$ cat src/rtl/uart_hex_parser.sv
// Command front end between the UART RX and TX FIFOs: echoes characters (CR
// expanded to CR LF) and parses two-hex-digit lines terminated by CR into a byte.
module uart_hex_parser #(
  parameter bit ECHO_EN = 1'b1
) (
  input  logic       clk,
  input  logic       reset,
  input  logic       rx_empty,
  input  logic [7:0] r_data,
  output logic       rd_uart,
  input  logic       tx_full,
  output logic [7:0] w_data,
  output logic       wr_uart,
  output logic [7:0] value,
  output logic       value_valid,
  output logic       err
);

  localparam logic [7:0] CH_CR = 8'h0D;
  localparam logic [7:0] CH_LF = 8'h0A;

  typedef enum logic [1:0] {S_IDLE, S_ECHO, S_ECHO_LF, S_PROC} state_t;

  state_t     state_q, state_d;
  logic [7:0] ch_q, ch_d;
  logic [7:0] acc_q, acc_d;
  logic [1:0] cnt_q, cnt_d;
  logic [7:0] value_q, value_d;
  logic [7:0] w_data_q, w_data_d;
  logic       value_valid_q, value_valid_d;
  logic       err_q, err_d;
  logic       is_hex;
  logic [3:0] nib;

  always_comb begin
    is_hex = 1'b0;
    nib    = 4'h0;
    if (ch_q >= 8'h30 && ch_q <= 8'h39) begin
      is_hex = 1'b1;
      nib    = ch_q[3:0];
    end else if ((ch_q >= 8'h41 && ch_q <= 8'h46) || (ch_q >= 8'h61 && ch_q <= 8'h66)) begin
      // 'A'/'a' have low nibble 1, so +9 maps them onto 0xA..0xF
      is_hex = 1'b1;
      nib    = ch_q[3:0] + 4'd9;
    end
  end

  always_comb begin
    state_d       = state_q;
    ch_d          = ch_q;
    acc_d         = acc_q;
    cnt_d         = cnt_q;
    value_d       = value_q;
    w_data_d      = w_data_q;
    value_valid_d = 1'b0;
    err_d         = 1'b0;
    rd_uart       = 1'b0;
    wr_uart       = 1'b0;
    case (state_q)
      S_IDLE: begin
        if (!rx_empty) begin
          rd_uart  = ~reset;
          ch_d     = r_data;
          // w_data is preloaded so it is already valid during the echo strobe
          w_data_d = r_data;
          state_d  = ECHO_EN ? S_ECHO : S_PROC;
        end
      end
      S_ECHO: begin
        if (!tx_full) begin
          wr_uart = ~reset;
          if (ch_q == CH_CR) begin
            w_data_d = CH_LF;
            state_d  = S_ECHO_LF;
          end else begin
            state_d = S_PROC;
          end
        end
      end
      S_ECHO_LF: begin
        if (!tx_full) begin
          wr_uart = ~reset;
          state_d = S_PROC;
        end
      end
      S_PROC: begin
        state_d = S_IDLE;
        if (is_hex) begin
          if (cnt_q == 2'd2) begin
            err_d = 1'b1;
            cnt_d = 2'd0;
          end else begin
            acc_d = {acc_q[3:0], nib};
            cnt_d = cnt_q + 2'd1;
          end
        end else if (ch_q == CH_CR) begin
          if (cnt_q == 2'd2) begin
            value_d       = acc_q;
            value_valid_d = 1'b1;
          end else if (cnt_q != 2'd0) begin
            err_d = 1'b1;
          end
          cnt_d = 2'd0;
        end else if (ch_q != CH_LF) begin
          err_d = 1'b1;
          cnt_d = 2'd0;
        end
      end
      default: state_d = S_IDLE;
    endcase
  end

  always_ff @(posedge clk or posedge reset) begin
    if (reset) begin
      state_q       <= S_IDLE;
      ch_q          <= 8'h00;
      acc_q         <= 8'h00;
      cnt_q         <= 2'd0;
      value_q       <= 8'h00;
      w_data_q      <= 8'h00;
      value_valid_q <= 1'b0;
      err_q         <= 1'b0;
    end else begin
      state_q       <= state_d;
      ch_q          <= ch_d;
      acc_q         <= acc_d;
      cnt_q         <= cnt_d;
      value_q       <= value_d;
      w_data_q      <= w_data_d;
      value_valid_q <= value_valid_d;
      err_q         <= err_d;
    end
  end

  assign value       = value_q;
  assign value_valid = value_valid_q;
  assign err         = err_q;
  assign w_data      = w_data_q;

endmodule

$ cat config.mk
export PLATFORM = sky130hd
export DESIGN_NAME = uart_hex_parser
export DESIGN_NICKNAME = d
export VERILOG_FILES = /design/src/rtl/uart_hex_parser.sv
export SDC_FILE = /design/constraint.sdc
export NUM_CORES = 1
export LEC_CHECK = 0
export ABC_AREA = 1
export BUFFER_PORTS_ARGS = -buffer_cell sky130_fd_sc_hd__buf_2
export CAP_MARGIN = 0
export CORE_ASPECT_RATIO = 2
export CORE_UTILIZATION = 55
export DETAILED_ROUTE_END_ITERATION = 8
export HOLD_SLACK_MARGIN = 0.06
export PLACE_DENSITY = 0.78
export SLEW_MARGIN = 0
export SYNTH_ARGS = -nofsm -noshare
export SYNTH_HDL_FRONTEND = slang
export SYNTH_SLANG_ARGS = --single-unit
export TNS_END_PERCENT = 50
$ cat constraint.sdc
create_clock -name clk -period 2 [get_ports clk]
set_input_delay 0 -clock clk [delete_from_list [all_inputs] [get_ports clk]]
set_output_delay 0 -clock clk [all_outputs]
set_load 0.01 [all_outputs]
==> metrics.cfg <==
[placed_design]
dpl.hpwl_mm=2.958
post-place-ws_ps=280.4
routabilityCongestion=0.7623
io_buffers=31
placed_cells=279
post_dp_cell_area_um2=2069

[critical_path]
crit_chain=inv_1 -> ha_1 -> nor2_1 -> nand2_1 -> nand3_1 -> nand2_4 -> nand3_4 -> nand2_1 -> o21ai_2
critical_path.endpoint_type=flop
cp_max_fo=14
crit_type=flop to flop
slowest_stage=dfrtp_1
crit_path_start_kind=flop
cpMostUsedCell=nand2_1
cp.required_ps=2180
slowest_delay_ps=430
crit_arrival_ps=1910

[logic_synthesis]
synthArstFlopShare=1.000
synth_area_leaders=dfrtp_1, nand2_1, ha_1, inv_1, nor2_1
synth_most_common_cell=nand2_1
yosysSeqAreaShare=0.5060
synthCells=217
yosysTopAreaCell=dfrtp_1
yosys.area_share.xor_xnor=0
synthSimpleGateAreaFrac=0.2863
synth_top_family_by_area=simple AND/OR/NAND/NOR gates
syn_nets=237
synthMuxAreaShare=0
synthAdderAreaFrac=0.05326
synthFlopType=dfrtp_1
yosys_warnings=0
ys_ff_latch=38
netlist.area_leader.share=0.5060
synth.distinct_cells=23
synth_edf_count=0
synth_area_um2=1879
synthTopCellsByCount=nand2_1, dfrtp_1, inv_1
syn_avg_cell_area_um2=8.660
synth_compound_area_frac=0.08855

[clock_network]
root_buffer=clkbuf_8
htreeDepth=2
clock_latency_ps=290
clkTransAtPathRegs_ps=70
cts_tree=yes
post-cts-setup-buffers=0
cts_buffer_depth=2
cts_inserted_buffers=5
cts.sinks=38

[layout]
fill_cells=278
nNetsFinal=284
synthToLayoutAreaGrowth_pct=20.91
final_layout_size_suffix_gt1_frac=0.2424
utilization=0.7036
n_antenna_cell=0
final_cells=295
stdcell_area_um2=2272

[detailed_routing]
drt_first_pass_iters=8
drc_errors=4
via_count=1568
wl_mm=4.098
vias_per_cell=5.315
avgRoutedWirePerCell_um=13.89
drt-initial-drc-count=34
final_antenna_net_count=0

[power_and_ir_drop]
power_density_nw_per_um2=1295
finalPower_mw=2.942
ir_drop_v=0.001312
leakagePower_nw=1.217

[sta]
tns_ps=0
fin_hold_ws_ps=69.66
setup_violations=0
hold_viol_final=0
post-route-min-period_ps=1737
drv_slew=0
worst_pin_slew_ps=521.1
setup_ws_ps=263.4
slew_headroom=0.6518
fin_crit_sh=0.8683
fin_worst_skew_ps=5.237
maxClockFrequency_mhz=575.8
rsz0062_at_grt=false

[global_route]
first_global_vias=1559
grt_usage=0.2503
grt_overflow=0
grt_pass1_wl_mm=6.693
grt_start_max_net_pins=39
antenna_found_initial=0

[floorplanning]
die_y_um=84.67
io_pins=32
die-area_um2=3669
start_util=0.5819
die_x_um=43.34
fp.coreArea_um2=3229
rows=29

[outcome]
status=finished, violations left
violations=DRC

[min_path]
hold_class=primary input to flop

[flow_run]
maxCapViolCount=0

[cell families after synthesis]
group / count (synthesis)
AOI/OAI and AO/OA: 28
buffers and inverters: 29
DFF: 38
adders and majority gates: 8
and+or+nand+nor: 114
[critical path, delay by kind of cell (launching register included)]
family / cells / cell delay [ps]
and+or+nand+nor: 6 / 790
buffers and inverters: 1 / 140
adders and majority gates: 1 / 210
AOI/OAI and AO/OA: 1 / 60
DFF: 1 / 430
[power by group]
group	switching [mW]	internal, mW
sequential	0.160	0.977
combinational	0.758	0.397
clock	0.252	0.399
[state kept, by name, summed over array words and instances (netlist names)]
signal,cells
state_q,2
ch_q,8
acc_q,8
w_data,8
value_valid,1
cnt_q,2
value,8
err,1
[repair_timing]
| item | in CTS | in global routing |
|---|---|---|
| hold endpoints to repair | 54 | 0 |
| hold buffers | 9 | 0 |
| endpoints found under the setup margin | 0 | 0 |
| gates resized for setup | 0 | 0 |
[path summary, 6_finish.rpt]
kind | start | end | slack [ps] | cells after the start
hold / removal | tx_full | state_q[0] | 70 | 4
setup / recovery | ch_q[0] | acc_q[4] | 260 | 9
setup reg to reg | ch_q[0] | acc_q[4] | 260 | 9
min in group asynchronous | reset | state_q[1] | 390 | 4
max in group asynchronous | reset | cnt_q[0] | 1280 | 4
hold reg to reg | w_data[5] | w_data[5] | 470 | 2
[cell type report]
class | instances | area [µm²] | share of cell area
flip-flops and latches | 38 | 950.9 | 0.4185
multi-input cells | 150 | 804.5 | 0.3541
repair buffers | 43 | 267.8 | 0.1178
inverters | 26 | 97.59 | 0.04295
clock buffers | 6 | 82.58 | 0.03634
well taps | 31 | 38.79 | 0.01707
clock inverters | 1 | 30.03 | 0.01322
[layer usage]
metal | wire length, µm | global-route usage | share of wire | vias to the layer above
li1 | - | - | - | 779
met1 | 1335 | 0.2168 | 0.33 | 735
met2 | 2462 | 0.4904 | 0.60 | 39
met3 | 121 | 0.04516 | 0.030 | 15
met4 | 178 | 0.1392 | 0.043 | 0
met5 | 0 | 0 | 0 | -
[layout by cell type, fill, tap and decap left out, types with 2 or more instances in the layout]
cell and count:
dfrtp_1 38, a21oi_1 9, o21ai_1 6, nand2_1 62, inv_2 2, buf_2 31
nand3_2 2, nand4_1 8, nor2_4 2, ha_1 8, nor2_1 18, buf_4 3
clkbuf_8 6, o21ai_0 6, inv_1 24, nand3_1 11, o21ai_2 6, dlygate4sd3_1 9
nand2_2 6
(Power assumes the default switching activity.)
